**config.mk**
```make
export PLATFORM = sky130hd
export DESIGN_NAME = video_decim2bram
export DESIGN_NICKNAME = d
export VERILOG_FILES = /design/src/rtl/video_decim2bram.sv
export SDC_FILE = /design/constraint.sdc
export NUM_CORES = 1
export LEC_CHECK = 0
export CAP_MARGIN = 40
export CORE_ASPECT_RATIO = 1.4
export CORE_MARGIN = 4
export CORE_UTILIZATION = 35
export DETAILED_ROUTE_END_ITERATION = 7
export HOLD_SLACK_MARGIN = 0.05
export PLACE_DENSITY = 0.68
export SETUP_SLACK_MARGIN = 0.5
export SYNTH_ARGS = -nofsm -noshare
export SYNTH_HDL_FRONTEND = slang
export SYNTH_SLANG_ARGS = --single-unit
```
**constraint.sdc**
```tcl
create_clock -name pclk -period 2.9 [get_ports pclk]
set_input_delay 0.58 -clock pclk [delete_from_list [all_inputs] [get_ports pclk]]
set_output_delay 0.58 -clock pclk [all_outputs]
set_load 0.005 [all_outputs]
```
**src/rtl/video_decim2bram.sv**
```systemverilog
// video_decim2bram
// Captures a decoded pixel stream into a frame BRAM as a linear raster.
// The stream is decimated horizontally (H_DECIM), vertically (V_DECIM) and
// temporally (F_DECIM). Each horizontal group either keeps its first pixel or
// is averaged per 8-bit channel.
//
// Ports
//   pclk           pixel clock; all logic runs on it
//   rst            synchronous active-high reset
//   i_hsync        horizontal sync (no functional effect)
//   i_vsync        vertical sync; polarity set by SYNC_ACTIVE_LOW
//   i_vde          video data enable, high on active pixels
//   i_data         pixel; channel k occupies bits [8k+7:8k]
//   o_we/o_addr/o_data  BRAM write port, one strobe per output pixel
//   o_start_frame  pulse: a captured frame begins
//   o_frame_done   pulse together with the write of the last address
//   o_frame_err    pulse: a captured frame was cut short by a new frame
module video_decim2bram #(
  parameter int PIX_W           = 24,
  parameter int ACTIVE_COLS     = 320,
  parameter int ACTIVE_ROWS     = 180,
  parameter int H_DECIM         = 4,
  parameter int V_DECIM         = 4,
  parameter int F_DECIM         = 3,
  parameter int ADDR_W          = 16,
  parameter int SYNC_ACTIVE_LOW = 1,
  parameter int AVG_MODE        = 0
) (
  input  logic              pclk,
  input  logic              rst,
  input  logic              i_hsync,
  input  logic              i_vsync,
  input  logic              i_vde,
  input  logic [PIX_W-1:0]  i_data,
  output logic              o_we,
  output logic [ADDR_W-1:0] o_addr,
  output logic [PIX_W-1:0]  o_data,
  output logic              o_start_frame,
  output logic              o_frame_done,
  output logic              o_frame_err
);

  localparam int NCH   = PIX_W / 8;
  localparam int LG    = $clog2(H_DECIM);
  localparam int SW    = 8 + LG;
  localparam int TOTAL = ACTIVE_COLS * ACTIVE_ROWS;
  localparam int HW    = (H_DECIM > 1) ? $clog2(H_DECIM) : 1;
  localparam int VW    = (V_DECIM > 1) ? $clog2(V_DECIM) : 1;
  localparam int FW    = (F_DECIM > 1) ? $clog2(F_DECIM) : 1;
  localparam int CW    = $clog2(ACTIVE_COLS + 1);
  localparam int RW    = $clog2(ACTIVE_ROWS + 1);

  typedef enum logic [1:0] {S_IDLE, S_SKIP, S_CAPTURE, S_DONE} state_t;

  state_t              r_state, w_state_nxt;
  logic                r_vs, r_vde;
  logic [FW-1:0]       r_fcnt;
  logic [VW-1:0]       r_vcnt;
  logic [HW-1:0]       r_hcnt;
  logic [CW-1:0]       r_col;
  logic [RW-1:0]       r_row;
  logic [ADDR_W-1:0]   r_rowbase;
  logic [NCH*SW-1:0]   r_acc;
  logic [PIX_W-1:0]    r_first;
  logic                r_we_p1, r_done_p1, r_start_p1, r_err_p1;
  logic [ADDR_W-1:0]   r_addr_p1;
  logic [PIX_W-1:0]    r_data_p1;

  logic                w_vs, w_fb, w_le, w_ls, w_pix, w_kept, w_wr, w_last;
  logic                w_cap_start;
  logic [HW-1:0]       w_hcur;
  logic [ADDR_W-1:0]   w_addr;
  logic [NCH*SW-1:0]   w_sum;
  logic [PIX_W-1:0]    w_pix_out;
  logic                w_unused_hsync;

  // Mean of each channel's group sum; H_DECIM is a power of two, so a shift.
  function automatic logic [PIX_W-1:0] avg_trunc(input logic [NCH*SW-1:0] sums);
    logic [PIX_W-1:0] res;
    res = '0;
    for (int k = 0; k < NCH; k++) begin
      res[8*k +: 8] = 8'(sums[SW*k +: SW] >> LG);
    end
    return res;
  endfunction

  assign w_unused_hsync = i_hsync;

  // Stage p0: edge detection and write decision on the live input
  assign w_vs   = i_vsync ^ 1'(SYNC_ACTIVE_LOW);
  assign w_fb   = w_vs & ~r_vs;
  assign w_le   = ~i_vde & r_vde;
  assign w_ls   = i_vde & ~r_vde;
  // hcnt restarts on the first pixel of a line without waiting a cycle
  assign w_hcur = w_ls ? '0 : r_hcnt;
  // A frame boundary swallows a coincident pixel
  assign w_pix  = i_vde & ~w_fb;
  assign w_kept = (r_state == S_CAPTURE) && (r_vcnt == '0) &&
                  (r_row < RW'(ACTIVE_ROWS));
  assign w_wr   = w_kept && w_pix && (w_hcur == HW'(H_DECIM - 1)) &&
                  (r_col < CW'(ACTIVE_COLS));
  assign w_addr = r_rowbase + ADDR_W'(r_col);
  assign w_last = w_wr && (w_addr == ADDR_W'(TOTAL - 1));
  assign w_cap_start = w_fb && (r_fcnt == '0);

  always_comb begin
    w_sum = '0;
    for (int k = 0; k < NCH; k++) begin
      w_sum[SW*k +: SW] = ((w_hcur == '0) ? SW'(0) : r_acc[SW*k +: SW]) +
                          SW'(i_data[8*k +: 8]);
    end
  end

  assign w_pix_out = (AVG_MODE != 0) ? avg_trunc(w_sum) :
                     ((w_hcur == '0) ? i_data : r_first);

  always_comb begin
    w_state_nxt = r_state;
    if (w_fb) begin
      w_state_nxt = (r_fcnt == '0) ? S_CAPTURE : S_SKIP;
    end else if ((r_state == S_CAPTURE) && w_last) begin
      w_state_nxt = S_DONE;
    end
  end

  always_ff @(posedge pclk) begin
    if (rst) begin
      r_state    <= S_IDLE;
      r_vs       <= 1'b0;
      r_vde      <= 1'b0;
      r_fcnt     <= '0;
      r_vcnt     <= '0;
      r_hcnt     <= '0;
      r_col      <= '0;
      r_row      <= '0;
      r_rowbase  <= '0;
      r_start_p1 <= 1'b0;
      r_err_p1   <= 1'b0;
      r_done_p1  <= 1'b0;
    end else begin
      r_state    <= w_state_nxt;
      r_vs       <= w_vs;
      r_vde      <= i_vde;
      r_start_p1 <= w_cap_start;
      r_err_p1   <= w_fb && (r_state == S_CAPTURE);
      r_done_p1  <= w_last;

      if (w_fb) begin
        r_fcnt <= (r_fcnt == FW'(F_DECIM - 1)) ? '0 : r_fcnt + FW'(1);
      end

      if (w_fb) begin
        r_vcnt <= '0;
      end else if (w_le) begin
        r_vcnt <= (r_vcnt == VW'(V_DECIM - 1)) ? '0 : r_vcnt + VW'(1);
      end

      if (i_vde) begin
        if (w_fb) begin
          r_hcnt <= w_hcur;
        end else begin
          r_hcnt <= (w_hcur == HW'(H_DECIM - 1)) ? '0 : w_hcur + HW'(1);
        end
      end

      if (w_cap_start) begin
        r_col     <= '0;
        r_row     <= '0;
        r_rowbase <= '0;
      end else if (r_state == S_CAPTURE) begin
        if (w_le && (r_vcnt == '0) && (r_row < RW'(ACTIVE_ROWS))) begin
          r_row     <= r_row + RW'(1);
          r_rowbase <= r_rowbase + ADDR_W'(ACTIVE_COLS);
          r_col     <= '0;
        end else if (w_wr) begin
          r_col <= r_col + CW'(1);
        end
      end
    end
  end

  always_ff @(posedge pclk) begin
    if (w_cap_start) begin
      r_acc <= '0;
    end else if (w_pix) begin
      r_acc <= w_sum;
      if (w_hcur == '0) begin
        r_first <= i_data;
      end
    end
  end

  // Stage p1: registered BRAM write port
  always_ff @(posedge pclk) begin
    if (rst) begin
      r_we_p1   <= 1'b0;
      r_addr_p1 <= '0;
      r_data_p1 <= '0;
    end else begin
      r_we_p1 <= w_wr;
      if (w_wr) begin
        r_addr_p1 <= w_addr;
        r_data_p1 <= w_pix_out;
      end
    end
  end

  assign o_we          = r_we_p1;
  assign o_addr        = r_addr_p1;
  assign o_data        = r_data_p1;
  assign o_start_frame = r_start_p1;
  assign o_frame_done  = r_done_p1;
  assign o_frame_err   = r_err_p1;

endmodule

```
# --- Word-level counts from Yosys, hierarchy flattened ---
# Index checks and enable logic that the tools add are counted.
totals:
  regBits: 111
  latch_bits: 0
  mem_bits_rw: 0
  romBits: 0
  inputBits: 29
  output_inout_bits: 44
  word_cells: 72
  n_memories: 0
op_classes:
  n_addsub: 7
  mul: 0
  div_mod_pow: 0
  n_lt_le_gt_ge: 2
  eq_ne: 5
  shifts: 0
  n_mux: 11
  n_bitwise: 10
  n_reduce_logical: 21
op_table:
  columns: ["op", "count"]
  rows:
  - ["$mux 24", 1]
  - ["$mux 9", 2]
  - ["$add 16x9->16", 1]
  - ["$add 16x9->16 const B", 1]
  - ["$eq 16x16->1 const B", 1]
  - ["$mux 2", 8]
  - ["$logic_and 1x1->1", 11]
  - ["$add 9x1->9 const B", 1]
  - ["$lt 9x9->1 const B", 1]
  - ["$add 8x1->8 const B", 1]
  - ["$eq 2x2->1 const B", 4]
  - ["$lt 8x8->1 const B", 1]
  - ["$add 2x1->2 const B", 3]
  - ["$logic_not 2->1", 3]
  - ["$not 1->1", 6]
  - ["$reduce_and 2->1", 3]
  - ["$and 1x1->1", 4]
  - ["$reduce_bool 2->1", 2]
  - ["$reduce_or 2->1", 2]

# --- Logic depth before layout (Yosys ltp) ---
# Gate-level depths: netlist (run 1).
depth:
  ltp_word: 11
  depth_mapped: 10
  depth_no_buf: 8

# --- Worst setup path after synthesis (run 1) ---
# Ideal clock, no wire load.
synth_timing:
  kind: "input to register"
  from: "in i_vde"
  to: "reg r_data_p1[15], in the netlist o_data[15]"
  setup_time_ns: 0.135
  arrival_ns: 1.940
  required_ns: 2.765
  slack_ns: 0.825
  cell_stages: 7
  path_buffers: 2
  path_cell_list: "o21a_2 nand3_4 or2_1 buf_2 buf_6 nor2_1 nor3_1"
synth_via:
  elab_chain_len: 5
  elab_cells_between_ends: 9
  classes_between: "eq/ne: 1; mux: 2; bitwise: 2; reduce/logical: 4"
synth_rtl:
  columns: ["element", "line_no", "text"]
  rows:
  - ["start: declaration", "33", "input logic i_vde,"]
  - ["$and 1x1->1", "93", "assign w_ls = i_vde & ~r_vde;"]
  - ["$mux 2", "95", "assign w_hcur = w_ls ? '0 : r_hcnt;"]
  - ["$eq 2x2->1", "100", "assign w_wr = w_kept && w_pix && (w_hcur == HW'(H_DECIM - 1)) &&"]
  - ["$logic_and 1x1->1 (2 in a row)", "100", null]
  - ["end signal: assignment", "203", "r_data_p1 <= w_pix_out;"]
  - ["end: declaration", "67", "logic [PIX_W-1:0] r_data_p1;"]
# Several ways; a longest one is shown, not always the timed one.
# A chain may end at the register's enable or synchronous reset.

# --- Worst setup path in the final report (run 1) ---
layout_timing:
  from: "reg r_col[6]"
  to: "reg r_state[0]"
layout_via:
  elab_chain_len: 5
  elab_cells_between_ends: 7
  classes_between: "add/sub: 1; order compare: 1; eq/ne: 1; reduce/logical: 4"
layout_rtl:
  columns: ["element", "line_no", "text"]
  rows:
  - ["start: declaration", "60", "logic [CW-1:0] r_col;"]
  - ["start signal: assignment", "176", "r_col <= r_col + CW'(1);"]
  - ["$add 16x9->16 or $lt 9x9->1 (tied branches)", "102, 101", null]
  - ["$eq 16x16->1 or $logic_and 1x1->1 (tied branches)", "103, 100", null]
  - ["$logic_and 1x1->1 *", "103", "assign w_last = w_wr && (w_addr == ADDR_W'(TOTAL - 1));"]
  - ["$logic_and 1x1->1 *", "121", "end else if ((r_state == S_CAPTURE) && w_last) begin"]
  - ["$reduce_bool 2->1 (no line) *", null, null]
  - ["end signal: assignment", "141", "r_state <= w_state_nxt;"]
  - ["end: declaration", "55", "state_t r_state, w_state_nxt;"]
# Mark *: on every way between the ends. The rest lies on a longest branch, timed or not.

==> results by group, run 1 <==
Detailed routing
  – Final ANT Viol Nets: 0
  – DR iter-0 viols: 184
  – Met3 routed WL: 434 um
  – Top Layer Used: met4
  – Via count: 3,499
  – WL met2: 5351 um
  – DRC: 0
  – Routed wire length: 10,100 um
  – M1 WL: 4112 um
  – Vias per cell: 4.880
  – WL per Instance: 14.09 um
  – DRT Pass-1 Iters: 4

Die
  – Die height: 144.7 um
  – # IOs: 73
  – Core Footprint: 13,000 um2
  – Die ar.: 15,290 um2
  – Die width: 105.7 um
  – Initial Utilization: between 30% and 40%
  – Cell row count: 49

Critical path
  – R2R Setup Slk: 0.58 ns
  – Critical path class: reg -> reg
  – Startpoint Class: flip-flop
  – Critical Path Start: r_col[6]
  – WP data arrival: around 2.6 ns
  – Crit path capture type: flip-flop
  – Reg2reg start: r_col[6]
  – Worst-path maximum fanout: 5
  – Required time of the critical path: 3.17 ns

CTS
  – Postcts setup bufs: 0
  – Clk Latency, worst-skew pair: approximately 0.35 ns
  – Clk buf depth: 2
  – Num CTS Buffers: 9
  – Clock sink total: 105
  – # hold bufs at CTS: 0
  – Clock Root Buffer: clkbuf_16
  – CTS tree: done
  – Clk pin slew, worst setup/hold paths: around 0.070 ns
  – H-tree levels: 3

Pwr
  – Peak VDD IR: ~260 uV
  – Comb power frac: 6.2%
  – Sw frac: 23.41%
  – P_leak: approximately 2.0 nW
  – Power Total: 2.912 mW
  – Switch Pwr: 0.6817 mW
  – Clock power frac: a little over 40%
  – Seq pwr share: 53.0%
  – Power per Cell Area: 494.7 nW/um2
  – Internal Pwr Total: 2.231 mW

Finish
  – Final antenna diode count: 0
  – Final cell count without fillers: 717
  – Fill cells: between 1,000 and 1,500
  – Core Util, Final: 45.29%
  – Synth-to-layout area growth: 25.94%
  – Layout cells sized above 1: 14.84%
  – Final #Nets: 574
  – Design area: 5887 um2

Synth
  – Share of the synthesized area in the top cell type: 34.69%
  – Commonest cells post-synth: 93 x nor2_1, 81 x dfxtp_1, 38 x nand2_1, 33 x nor3_1
  – Synth async-reset ratio: 0%
  – Mapped cell area: 4674 um2
  – Syn Nets: 510
  – Seq/Total Area, Yosys: between 50% and 60%
  – Largest area contributor in the synthesized netlist: dfxtp_1
  – Post-synth EDFFs: 24
  – FF+latch count, synth: 105
  – Dominant cell by count in the synthesized netlist: nor2_1
  – Cells after Synth: 470
  – YS warnings: 0
  – Yosys cell types: 56
  – Main synth FF type: dfxtp_1
  – Synthesized area per cell: 9.946 um2
  – Top post-synthesis cells by area: dfxtp_1 35%, edfxtp_1 15%, nor2_1 7.5%

Place
  – DP Area: roughly 5500 um2
  – Routability congestion estimate: approximately 0.85
  – # port buffers: 71
  – Setup Slack @ Placement: 0.2375 ns
  – Cells after DPL: approximately 700
  – DP HPWL: around 7000 um

GRT
  – Pin count of the biggest net entering global routing: 52
  – Total global-route track usage: 12.91%
  – Gr ovfl total: 0
  – First-pass GRT wire length: 16,270 um
  – Initial antenna violation count: 0
  – Vias in the first global route: around 3,500

Timing
  – Post-route setup TNS: 0 ns
  – Final setup vio count: 0
  – Slew Limit Fails: 0
  – Fmax: 430.9 MHz
  – Post-Route Skew: 0.007489 ns
  – Tmin final: 2.321 ns
  – Period utilization: 80.02%
  – Slew @ Worst Pin: between 0.5 and 0.6 ns
  – Fin Hold WS: 0.4549 ns
  – Final setup margin: 0.5795 ns
  – RSZ-0062 raised after global routing: yes
  – Slew HR: 61.49%
  – Fin. Hold Viols: 0

Hold path
  – HP Start: o_addr[4]
  – Min-delay worst type: reg -> reg

Outcome
  – Status: finished, final reports clean

Flow run
  – Max-cap viol count: 0
==> cells by family (layout without fill, tap and decap cells) <==
group / count (synthesis) / after routing / synth area share, %
buffers and inverters: 38 / 107 / 4.952
multiplexers: 25 / 25 / 5.996
XOR/XNOR: 28 / 28 / 5.246
flip-flops: 105 / 105 / 50.11
AO/OA/AOI/OAI: 48 / 48 / 7.468
adder cells (fa/ha/maj): 11 / 11 / 3.105
AND/OR/NAND/NOR: 215 / 215 / 23.13
==> layout by cell type, fill, tap and decap left out, types with 9 or more instances in the layout <==
cell type        count
a21oi_1             22
nand2_1             38
clkbuf_16           11
nor3_1              33
mux2_2              24
dfxtp_1             81
nand3_1              9
clkdlybuf4s50_1     69
ha_1                10
inv_1                9
nor2_1              93
xnor2_1             20
edfxtp_1            24
==> repair_timing <==
action | in CTS | in global routing
resized for setup | 2 | 3
gates cloned | 0 | 2
endpoints found under the setup margin | 1 | 27
==> cell type report <==
class                      count  area, um2  share of cell area [%]
clock buffer                   9      225.2                   3.826
clock inverter                 7      75.07                   1.275
inverter                       9      33.78                  0.5739
multi-input combinational    327       2125                   36.09
sequential                   105       2342                   39.79
tap                          178      222.7                   3.783
timing repair buffer          82      863.3                   14.67
==> flip-flops by register name, summed over array words and instances (netlist names) <==
| register | count |
|---|---|
| o_data | 24 |
| r_fcnt | 2 |
| o_we | 1 |
| r_vs | 1 |
| r_state | 2 |
| r_rowbase | 10 |
| o_frame_err | 1 |
| o_frame_done | 1 |
| r_row | 8 |
| o_start_frame | 1 |
| r_first | 24 |
| r_hcnt | 2 |
| r_col | 9 |
| r_vcnt | 2 |
| o_addr | 16 |
| r_vde | 1 |
==> power groups by stage <==
stage          Clock [mW]  Sequential, mW  Combinational [mW]
5_1_grt              1.28            1.55               0.196
6_report             1.19            1.54               0.180
2_1_floorplan           0            1.57               0.111
4_1_cts              1.23            1.54               0.181
3_5_place_dp            0            1.58               0.180
3_3_place_gp            0            1.58               0.175
==> per-layer routing <==
layer	up-vias	track usage [%]
li1	1740	-
met1	1662	14.00
met2	83	24.16
met3	14	2.708
met4	0	5.798
met5	-	0
==> path summary, 6_finish.rpt <==
path	depth (start not counted)	end
setup / recovery	7	r_state[0]
hold / removal	2	o_addr[4]
setup reg to reg	7	r_state[0]
hold reg to reg	2	o_addr[4]
==> critical path, stage by stage (launching register included) <==
cell and delay, ns:
dfxtp_1 0.37, ha_1 0.27, fa_1 0.49, a2111oi_1 0.43, a31o_2 0.16, and3_2 0.18
o2111ai_2 0.16, a21oi_1 0.20
No activity file was read; power rests on OpenSTA's default activity.
==> run 2, diff against run 1 <==
==> constraint.sdc (replaced) <==
create_clock -name pclk -period 2.22 [get_ports pclk]
set_input_delay 0.444 -clock pclk [delete_from_list [all_inputs] [get_ports pclk]]
set_output_delay 0.444 -clock pclk [all_outputs]
set_load 0.005 [all_outputs]
==> results by group, run 2 (synthesis results as in run 1) <==
Detailed routing
  – DR iter-0 viols: 350 (+90%)
  – Via count: 3,740 (+6.9%)
  – Routed wire length: 11,640 um (+15%)
  – DRC: 0 (unchanged)
  – DRT Pass-1 Iters: 4 (unchanged)
  – Final ANT Viol Nets: 0 (unchanged)
  – Vias per cell: 4.954 (+1.5%)
  – WL per Instance: 15.42 um (+9.4%)

Finish
  – Layout cells sized above 1: 31.20% (+16 points)
  – Commonest non-fill, non-tap cell in the layout: nor2_1
  – Most frequent cells in the layout: 84 x nor2_1, 70 x dfxtp_1, 68 x clkdlybuf4s50_1, 31 x nand2_1, 27 x nor3_1
  – Synth-to-layout area growth: 44.22%
  – Final antenna diode count: 0 (unchanged)
  – Final #Nets: 612 (+6.6%)
  – Core Util, Final: 51.87% (+6.6 points)

Die
  – Die width: 105.7 um (unchanged)
  – Core Footprint: 13,000 um2 (unchanged)
  – # IOs: 73 (unchanged)
  – Die ar.: 15,290 um2 (unchanged)
  – Die height: 144.7 um (unchanged)
  – Cell row count: 49 (unchanged)
  – Initial Utilization: 35.96% (unchanged)

Timing
  – Final setup margin: 0.2582 ns (-0.3212 ns)
  – Fin Hold WS: 0.4552 ns (+0.0003380 ns)
  – Final setup vio count: 0 (unchanged)
  – Tmin final: 1.962 ns (-0.3588 ns)
  – Fin. Hold Viols: 0 (unchanged)
  – Slew HR: 57.45% (-4.0 points)
  – Post-Route Skew: 0.006452 ns (-0.001037 ns)
  – RSZ-0062 raised after global routing: yes
  – Slew Limit Fails: 0 (unchanged)
  – Fmax: 509.7 MHz (+18%)
  – Slew @ Worst Pin: 0.6382 ns (+0.06065 ns)
  – Period utilization: 88.37% (+8.3 points)

GRT
  – Initial antenna violation count: 0 (unchanged)
  – First-pass GRT wire length: 17,010 um (+4.5%)
  – Vias in the first global route: 3,627 (+4.0%)
  – Pin count of the biggest net entering global routing: 52 (unchanged)
  – Total global-route track usage: 13.54% (+0.63 points)
  – Gr ovfl total: 0 (unchanged)

Pwr
  – Peak VDD IR: 375.2 uV (+42%)
  – P_leak: 2.402 nW (+18%)
  – Power per Cell Area: 590.0 nW/um2 (+19%)

CTS
  – Clk Latency, worst-skew pair: 0.34 ns (about the same)
  – # hold bufs at CTS: 0 (unchanged)
  – Clock sink total: 105 (unchanged)
  – CTS tree: done
  – Clk pin slew, worst setup/hold paths: 0.07 ns (about the same)
  – Clock Root Buffer: clkbuf_16
  – Clk buf depth: 2 (unchanged)
  – Num CTS Buffers: 9 (unchanged)
  – H-tree levels: 3 (unchanged)

Place
  – Routability congestion estimate: 0.8319 (-2.0%)
  – DP HPWL: 7288 um (+3.7%)
  – # port buffers: 71 (unchanged)
  – Setup Slack @ Placement: -0.08300 ns (-0.3205 ns)

Outcome
  – Status: finished, final reports clean

Flow run
  – Max-cap viol count: 0 (unchanged)

Critical path
  – Worst path cell trace: ha_4 > fa_2 > xnor2_2 > nand4_1 > nor4_2 > o2111ai_2 > a21oi_2
  – Worst-path maximum fanout: 5 (unchanged)
  – Critical path class: reg -> reg
  – Crit path max-delay family: adder cells
  – Required time of the critical path: 2.50 ns (-0.67 ns)
  – Crit path buf inv count: 0 (unchanged)
  – CP peak stage delay: 0.41 ns (-0.08 ns)
  – Worst path slowest cell: fa_2
  – WP data arrival: 2.24 ns (-0.35 ns)
  – Startpoint Class: flip-flop
  – Crit path capture type: flip-flop

Hold path
  – Min-delay worst type: in -> reg
## run 2: cell types whose count changed in the layout (fill, tap and decap cells not counted), sizes merged
| cell | previous run | this run |
|---|---|---|
| dlygate4sd2 | 0 | 1 |
| clkdlybuf4s50 | 69 | 68 |
| bufinv | 0 | 2 |
| inv | 13 | 10 |
| clkbuf | 11 | 15 |
| buf | 10 | 45 |
## run 2: worst paths after layout
| path | from | cells past startpoint | to | slack [ns] |
|---|---|---|---|---|
| worst max-delay path | r_rowbase[6] | 7 | r_state[0] | 0.26 |
| worst min-delay path | i_vsync | 3 | r_vs | 0.46 |
| worst max register to register | r_rowbase[6] | 7 | r_state[0] | 0.26 |
| worst min register to register | o_addr[4] | 2 | o_addr[4] | 0.46 |
## run 2: repair_timing
item,4_1_cts,5_1_grt
pin swaps,5,44
gates cloned,1,5
endpoints found under the setup margin,91,55
resized for setup,19,74
setup buffers,8,12
## run 2: worst min-delay path, delay by kind of cell
kind	cells	cell delay [ns]
buffers and inverters	2	0.27
AND/OR/NAND/NOR	1	0.04
## run 2: stage by stage
stage               std cells  setup TNS, ns  instance area, um2  total power [mW]
floorplan                 470              0                4742             2.206
global placement          713        -0.6646                5733             2.306
detailed placement        713         -1.464                5733             2.313
CTS                       738              0                6222             3.987
global route              755              0                6741             4.111
finish                    755              0                6741             3.978
## run 2: metal layers
metal | track usage, % | part of all wire, %
met5 | 0 | 0
met4 | 5.798 | 2.4
met3 | 2.130 | 4.0
met2 | 26.04 | 55
met1 | 14.65 | 39
## run 2: layout make-up
class                      instances  area [um2]
clock buffer                      10       229.0
clock inverter                     6       90.09
fill                            1089        6256
inverter                           9       36.28
multi-input combinational        327        2450
sequential                       105        2364
tap                              178       222.7
timing repair buffer             120        1350
## run 2: report_power, final
group / internal, mW / switching (mW) / total (mW)
sequential: 2.00 / 0.0156 / 2.02
clock: 0.993 / 0.686 / 1.68
combinational: 0.147 / 0.137 / 0.284
